## src/rtl/rv32_prefetch_unit.sv

```systemverilog
// Instruction prefetch queue between the instruction memory port and decode.
// Optional same-cycle bypass from memory to decode: define PREFETCH_BYPASS_EN.
module rv32_prefetch_unit #(
  parameter int unsigned DEPTH    = 4,
  parameter int unsigned XLEN     = 32,
  parameter logic [XLEN-1:0] RESET_PC = '0
) (
  input  logic            clk,
  input  logic            resetn,
  input  logic            redirect_valid,
  input  logic [XLEN-1:0] redirect_pc,
  output logic            mem_req_valid,
  output logic [XLEN-1:0] mem_req_addr,
  input  logic            mem_req_done,
  input  logic [XLEN-1:0] mem_rdata,
  output logic            out_valid,
  output logic [XLEN-1:0] out_pc,
  output logic [XLEN-1:0] out_instr,
  input  logic            out_ready
);

  localparam int unsigned PtrW = $clog2(DEPTH);
  localparam logic [PtrW:0] FullCnt = (PtrW + 1)'(DEPTH);

  typedef enum logic [1:0] {StIdle, StBusy, StDiscard} state_e;

  state_e            state_q, state_d;
  logic [XLEN-1:0]   fetch_pc_q, fetch_pc_d;
  logic [XLEN-1:0]   req_addr_q, req_addr_d;
  logic [PtrW-1:0]   rd_ptr_q, rd_ptr_d;
  logic [PtrW-1:0]   wr_ptr_q, wr_ptr_d;
  logic [PtrW:0]     count_q, count_d;
  logic [XLEN-1:0]   pc_mem_q    [DEPTH];
  logic [XLEN-1:0]   instr_mem_q [DEPTH];

  logic not_full, issue, push, pop, write, bypass;

  // Request side
  always_comb begin
    not_full      = (count_q != FullCnt);
    issue         = (state_q == StIdle) && not_full && !redirect_valid;
    mem_req_valid = 1'b0;
    mem_req_addr  = fetch_pc_q;
    unique case (state_q)
      StIdle: begin
        mem_req_valid = not_full && !redirect_valid;
        mem_req_addr  = fetch_pc_q;
      end
      StBusy, StDiscard: begin
        mem_req_valid = 1'b1;
        mem_req_addr  = req_addr_q;
      end
      default: ;
    endcase
    if (!resetn) mem_req_valid = 1'b0;
    push = (issue && mem_req_done) ||
           ((state_q == StBusy) && mem_req_done && !redirect_valid);
  end

  // Decode side; a bypassed entry taken by decode is never written
  always_comb begin
`ifdef PREFETCH_BYPASS_EN
    bypass    = push && (count_q == '0);
    out_valid = resetn && ((count_q != '0) || bypass);
    out_pc    = bypass ? mem_req_addr : pc_mem_q[rd_ptr_q];
    out_instr = bypass ? mem_rdata : instr_mem_q[rd_ptr_q];
`else
    bypass    = 1'b0;
    out_valid = resetn && (count_q != '0);
    out_pc    = pc_mem_q[rd_ptr_q];
    out_instr = instr_mem_q[rd_ptr_q];
`endif
    pop   = (count_q != '0) && out_ready && !redirect_valid;
    write = push && !(bypass && out_ready);
  end

  // Next state
  always_comb begin
    state_d    = state_q;
    fetch_pc_d = fetch_pc_q;
    req_addr_d = req_addr_q;
    rd_ptr_d   = rd_ptr_q;
    wr_ptr_d   = wr_ptr_q;
    count_d    = count_q;

    if (push) fetch_pc_d = fetch_pc_q + XLEN'(4);
    if (issue && !mem_req_done) req_addr_d = fetch_pc_q;
    if (write) wr_ptr_d = wr_ptr_q + 1'b1;
    if (pop) rd_ptr_d = rd_ptr_q + 1'b1;
    if (write && !pop) begin
      count_d = count_q + 1'b1;
    end else if (!write && pop) begin
      count_d = count_q - 1'b1;
    end

    unique case (state_q)
      StIdle: begin
        if (issue && !mem_req_done) state_d = StBusy;
      end
      StBusy: begin
        if (redirect_valid) begin
          state_d = mem_req_done ? StIdle : StDiscard;
        end else if (mem_req_done) begin
          state_d = StIdle;
        end
      end
      StDiscard: begin
        if (mem_req_done) state_d = StIdle;
      end
      default: state_d = StIdle;
    endcase

    // A redirect flushes everything; any in-flight fetch drains via StDiscard
    if (redirect_valid) begin
      fetch_pc_d = redirect_pc & ~XLEN'(3);
      rd_ptr_d   = '0;
      wr_ptr_d   = '0;
      count_d    = '0;
    end
  end

  always_ff @(posedge clk) begin
    if (!resetn) begin
      state_q    <= StIdle;
      fetch_pc_q <= RESET_PC;
      req_addr_q <= RESET_PC;
      rd_ptr_q   <= '0;
      wr_ptr_q   <= '0;
      count_q    <= '0;
    end else begin
      state_q    <= state_d;
      fetch_pc_q <= fetch_pc_d;
      req_addr_q <= req_addr_d;
      rd_ptr_q   <= rd_ptr_d;
      wr_ptr_q   <= wr_ptr_d;
      count_q    <= count_d;
    end
  end

  always_ff @(posedge clk) begin
    if (resetn && write) begin
      pc_mem_q[wr_ptr_q]    <= mem_req_addr;
      instr_mem_q[wr_ptr_q] <= mem_rdata;
    end
  end

endmodule

```

## config.mk

```make
export PLATFORM = sky130hd
export DESIGN_NAME = rv32_prefetch_unit
export DESIGN_NICKNAME = d
export VERILOG_FILES = /design/src/rtl/rv32_prefetch_unit.sv
export SDC_FILE = /design/constraint.sdc
export NUM_CORES = 1
export LEC_CHECK = 0
export CORE_UTILIZATION = 59
export DETAILED_ROUTE_END_ITERATION = 16
export PLACE_DENSITY_LB_ADDON = 0.3
export SKIP_LAST_GASP = 1
export SLEW_MARGIN = 10
export SYNTH_ARGS = -nofsm -noshare
export SYNTH_HDL_FRONTEND = slang
export SYNTH_SLANG_ARGS = --single-unit
```

## constraint.sdc

```tcl
create_clock -name clk -period 7.8 [get_ports clk]
set_input_delay 2.34 -clock clk [delete_from_list [all_inputs] [get_ports clk]]
set_output_delay 2.34 -clock clk [all_outputs]
set_load 0.005 [all_outputs]
```

After elaboration in Yosys (flattened, before gate mapping)
Memory sizes are Yosys's and may differ from the RTL's. A register that Yosys moved wholly into a read port is not among the register bits.
Cells that the tools add are included.
{"block": "classes", "bitwise": 1, "n_addsub": 5, "n_eq_ne": 4, "muxes": 18, "reduce_logical": 24}
{"cell": "32-bit two-way mux", "count": 3}
{"cell": "32-bit by 3-bit adder with 32-bit output (second input constant)", "count": 1}
{"cell": "2-bit two-way mux", "count": 8}
{"cell": "1-bit logical AND", "count": 13}
{"cell": "3-bit two-way mux", "count": 2}
{"cell": "2-bit one-hot mux with 3 select lines", "count": 1}
{"cell": "2-bit by 1-bit adder with 2-bit output (second input constant)", "count": 2}
{"cell": "1-bit zero test", "count": 4}
{"cell": "2-bit nonzero test", "count": 2}
{"cell": "2-bit OR reduction", "count": 2}
{"cell": "3-bit by 1-bit adder with 3-bit output (second input constant)", "count": 1}
{"cell": "1-bit two-way mux", "count": 3}
{"cell": "3-bit != test (second input constant)", "count": 1}
{"cell": "3-bit nonzero test", "count": 1}
{"cell": "3-bit by 1-bit subtractor with 3-bit output (second input constant)", "count": 1}
{"cell": "2-bit by 1-bit == test with 1-bit output (second input constant)", "count": 1}
{"cell": "2-bit == test (second input constant)", "count": 1}
{"cell": "2-bit zero test", "count": 1}
{"cell": "2-bit by 1-bit != test with 1-bit output (second input constant)", "count": 1}
{"cell": "1-bit one-hot mux with 2 select lines", "count": 1}
{"cell": "1-bit logical OR", "count": 1}
{"cell": "1-bit NOT", "count": 1}
{"block": "word_totals", "out_inout_bits": 98, "n_memories": 2, "ramBits": 256, "reg_bits": 73}
{"name": "instr_mem_q", "depth": 4, "word_bits": 32, "rd": 1, "rd_ports_with_merged_regs": 1, "wr": 1, "line": "34", "rtl": "logic [XLEN-1:0] instr_mem_q [DEPTH];"}
{"name": "pc_mem_q", "depth": 4, "word_bits": 32, "rd": 1, "rd_ports_with_merged_regs": 1, "wr": 1, "line": "33", "rtl": "logic [XLEN-1:0] pc_mem_q [DEPTH];"}

Longest topological paths before layout
{"block": "logic_depth", "depth_word": 9, "ltp_mapped": 12}

Worst setup path after synthesis
Ideal clock, no wire load.
{"block": "synth_timing", "kind": "input port to output port", "from": "input redirect_valid", "to": "output mem_req_valid", "cell_stages": 6, "arrival_time_ps": 3346, "path_buffers": 3, "setup_slack_ps": 2114, "required_time_ps": 5460, "path_cell_list": "clkbuf_1 -> clkbuf_1 -> clkbuf_1 -> nor3_1 -> nor2_1 -> nor3_1"}
{"block": "synth_via", "elab_chain_len": 4}
{"element": "from (decl)", "line": "10", "rtl": "input logic redirect_valid,"}
{"element": "1-bit zero test", "line": "46", "rtl": "mem_req_valid = not_full && !redirect_valid;"}
{"element": "1-bit logical AND", "line": "46"}
{"element": "1-bit one-hot mux with 2 select lines", "line": "44", "rtl": "unique case (state_q)"}
{"element": "1-bit two-way mux", "line": "55", "rtl": "if (!resetn) mem_req_valid = 1'b0;"}
{"element": "to (decl)", "line": "12", "rtl": "output logic mem_req_valid,"}
Every way passes these cells.

Worst setup path in the final report
{"block": "layout_timing", "from": "input resetn", "to": "output mem_req_valid"}
{"block": "layout_via", "elab_chain_len": 1}
{"element": "from (decl)", "line": "9", "rtl": "input logic resetn,"}
{"element": "1-bit two-way mux", "line": "55"}
Every way passes these cells.

==> metrics.cfg <==
[global_routing]
use_met1 = 0.327
grt_pass1_vias = 7735
grt_pass1_wl_mm = 41.6
antenna_found_initial = 0
grt_overflow = 0
grt_max_degree = 63
use_met2 = 0.406
top_usage_layer = met2
met3_usage = 0.0379
gr-usage-all-layers = 0.243

[run_status]
status = completed

[detailed_routing]
vias = 7738
route.detailed.drc = 0
wire_per_inst_microns = 21.1
drt_pass1_iterations = 5
drtAntennaViolNets = 0
drt-initial-drc-count = 603
vias_per_cell = 6.05
wl_mm = 27.0

[final_layout]
final_util = 0.740
drive_gt1_frac = 0.160
area_delta_synth_final_pct = 21.3
fill_cells = 1300
final-seq-area_sq_mm = 0.00888
final_common_cell = edfxtp_1
multiInputGateArea_sq_mm = 0.00384
final_cell_mix = edfxtp_1, clkdlybuf4s50_1, nand2_1
nNetsFinal = 1058

[logic_synthesis]
ys_ff_latch = 319
synth_area_leaders = edfxtp_1, dfxtp_1, mux4_2, nand2_1, mux2_2
synth_cells = 833
synth_top_area_cell = edfxtp_1
yosysWarnings = 0
syn_avg_cell_area_sq_um = 15.6
synth_seq_area_share = 0.683
ys_types = 62
async_flop_share = 0
synth_flop_cell = edfxtp_1
synth_area_sq_mm = 0.0130
synth_top_area_share = 0.573
synth_edf_count = 248

[sta]
fin_setup_tns_ns = 0
relSlewSlack = 0.232
hold_viol_final = 0
max_slew.worst_pin.slew_ns = 1.15
setup_viol = 0
setup_slack_ns = 1.32
fin_worst_skew_ns = 0.0240
max_freq_mhz = 154
final_max_slew_viol_count = 0
period_needed_ns = 6.48
fin_crit_sh = 0.831
rsz0062_at_grt = no

[setup_path]
critPathTopFamily = buffers and inverters
path_class = input pin to output pin
crit_slowest_cell = clkdlybuf4s50_1
worstReg2RegEnd = instr_mem_q[0][21]
r2r_cells = 6
startpoint_type = input pin
r2r_slack_ns = 4.66
worst_path_most_repeated_cell = clkdlybuf4s50_1
reg2reg_from = state_q[1]
cp.required_ns = 5.46
cpPeakStageDelay_ns = 0.53
endpoint_kind = output pin
path_cells = clkdlybuf4s50_1 > buf_4 > inv_1 > nor3_1 > clkdlybuf4s50_1
cp_max_fo = 31
worst-path-buf-inv = 4
cp.arrival_ns = 4.14

[worst_hold_path]
hold_path_end = req_addr_q[13]
holdCritStartpoint = req_addr_q[13]
min_path_type = register to register
hold_depth = 2

[die]
initial_core_util = 0.610
die_w_microns = 150
ioPinCount = 167
core_area_sq_mm = 0.0213
die_h_microns = 150
fp.dieArea_sq_mm = 0.0226
row_count = 53

[clock_network]
cts_tree = yes
clk_pin_slew_ns = 0.06
clock_latency_ns = 0.55
cts_sinks = 319
ctsLongestPathBuffers = 3
post_cts_resized = 0
hold_buffers = 0
root_buffer = clkbuf_16
numCtsBuffers = 30
cts_setup_buffers = 0
cts.htree.levels = 1

[pwr]
p_total_w = 0.00359
irDropWorstVdd_mv = 0.192
p_per_area_mw_per_mm2 = 228
p_leak_nw = 5.01

[place]
numPortBuffers = 160
pre_cts_ws_ns = 1.32
gp_congestion = 0.881
hpwl_mm = 16.0

[run]
drv_cap = 0

## layer usage
metal | routed length (microns) | up-vias
met3 | 1780 | 48
li1 | - | 3554
met2 | 13300 | 309
met1 | 11200 | 3827
met4 | 690 | 0
met5 | 0 | -
## final cells by class
type,count,share of cell area
inverter,12,0.00286
multi-input combinational,446,0.244
sequential,319,0.563
tap,275,0.0218
timing repair buffer,169,0.106
antenna,1,0.000159
clock buffer,38,0.0508
clock inverter,18,0.0110
## worst max-delay path by stage
stage                         from       endpoint  slack [ns]  depth (start not counted)
floorplan           redirect_valid  mem_req_valid        2.11                          6
global placement            resetn  mem_req_valid        1.32                          5
detailed placement          resetn  mem_req_valid        1.32                          5
CTS                         resetn  mem_req_valid        1.30                          5
global route                resetn  mem_req_valid        1.18                          5
finish                      resetn  mem_req_valid        1.32                          5
## synth_stat cells, drive strengths merged (2+ instances only)
cell type / count
or4b: 2
a311oi: 4
mux4: 62
or3: 7
o211ai: 3
a311o: 2
o31ai: 4
clkbuf: 33
o2111a: 2
xor2: 4
a211o: 2
edfxtp: 248
xnor2: 6
o31a: 3
buf: 26
and2: 6
mux2: 26
nand2: 88
a31oi: 12
nor2b: 4
ha: 10
and3: 7
nor3: 15
nand4: 14
o21ai: 38
inv: 12
a211oi: 4
a21oi: 38
dfxtp: 71
and4: 6
o311a: 2
nor4: 15
or4: 2
nor4b: 3
nor2: 21
nor3b: 2
nand3: 16
## cells by family after synthesis
group	synth area share
XOR/XNOR	0.00674
multiplexers	0.131
AND/OR/NAND/NOR	0.0874
AO/OA/AOI/OAI	0.0571
flip-flops	0.683
other	0.000289
buffers and inverters	0.0239
adder cells (fa/ha/maj)	0.0112
## stage by stage
stage          cell area (sq um)  hold WS, ns  std cells
6_report                   15800        0.451       1278
5_1_grt                    15800        0.471       1277
4_1_cts                    15800        0.452       1277
3_5_place_dp               14800        0.443       1221
3_3_place_gp               14800        0.438       1221
2_1_floorplan              13000        0.433        836
## flip-flops by register name, indices dropped and copies added, names as in the netlist, named ones only
signal and count:
count_q 3, fetch_pc_q 30, instr_mem_q 128, pc_mem_q 120, rd_ptr_q 2, req_addr_q 30, state_q 2, wr_ptr_q 2
## worst reg2reg max path: stages (launching register included)
cell and delay (ns):
dfxtp_1 0.34, inv_1 0.10, ha_1 0.33, o21ai_1 0.09
buf_4 0.21, nor3_1 0.69, and2_4 0.92
## power breakdown
group	total [W]	internal, W	switching, W
Sequential	0.00190	0.00187	0.0000313
Combinational	0.000259	0.000133	0.000126
Clock	0.00143	0.000824	0.000603
Power figures use the tool's default switching activity.
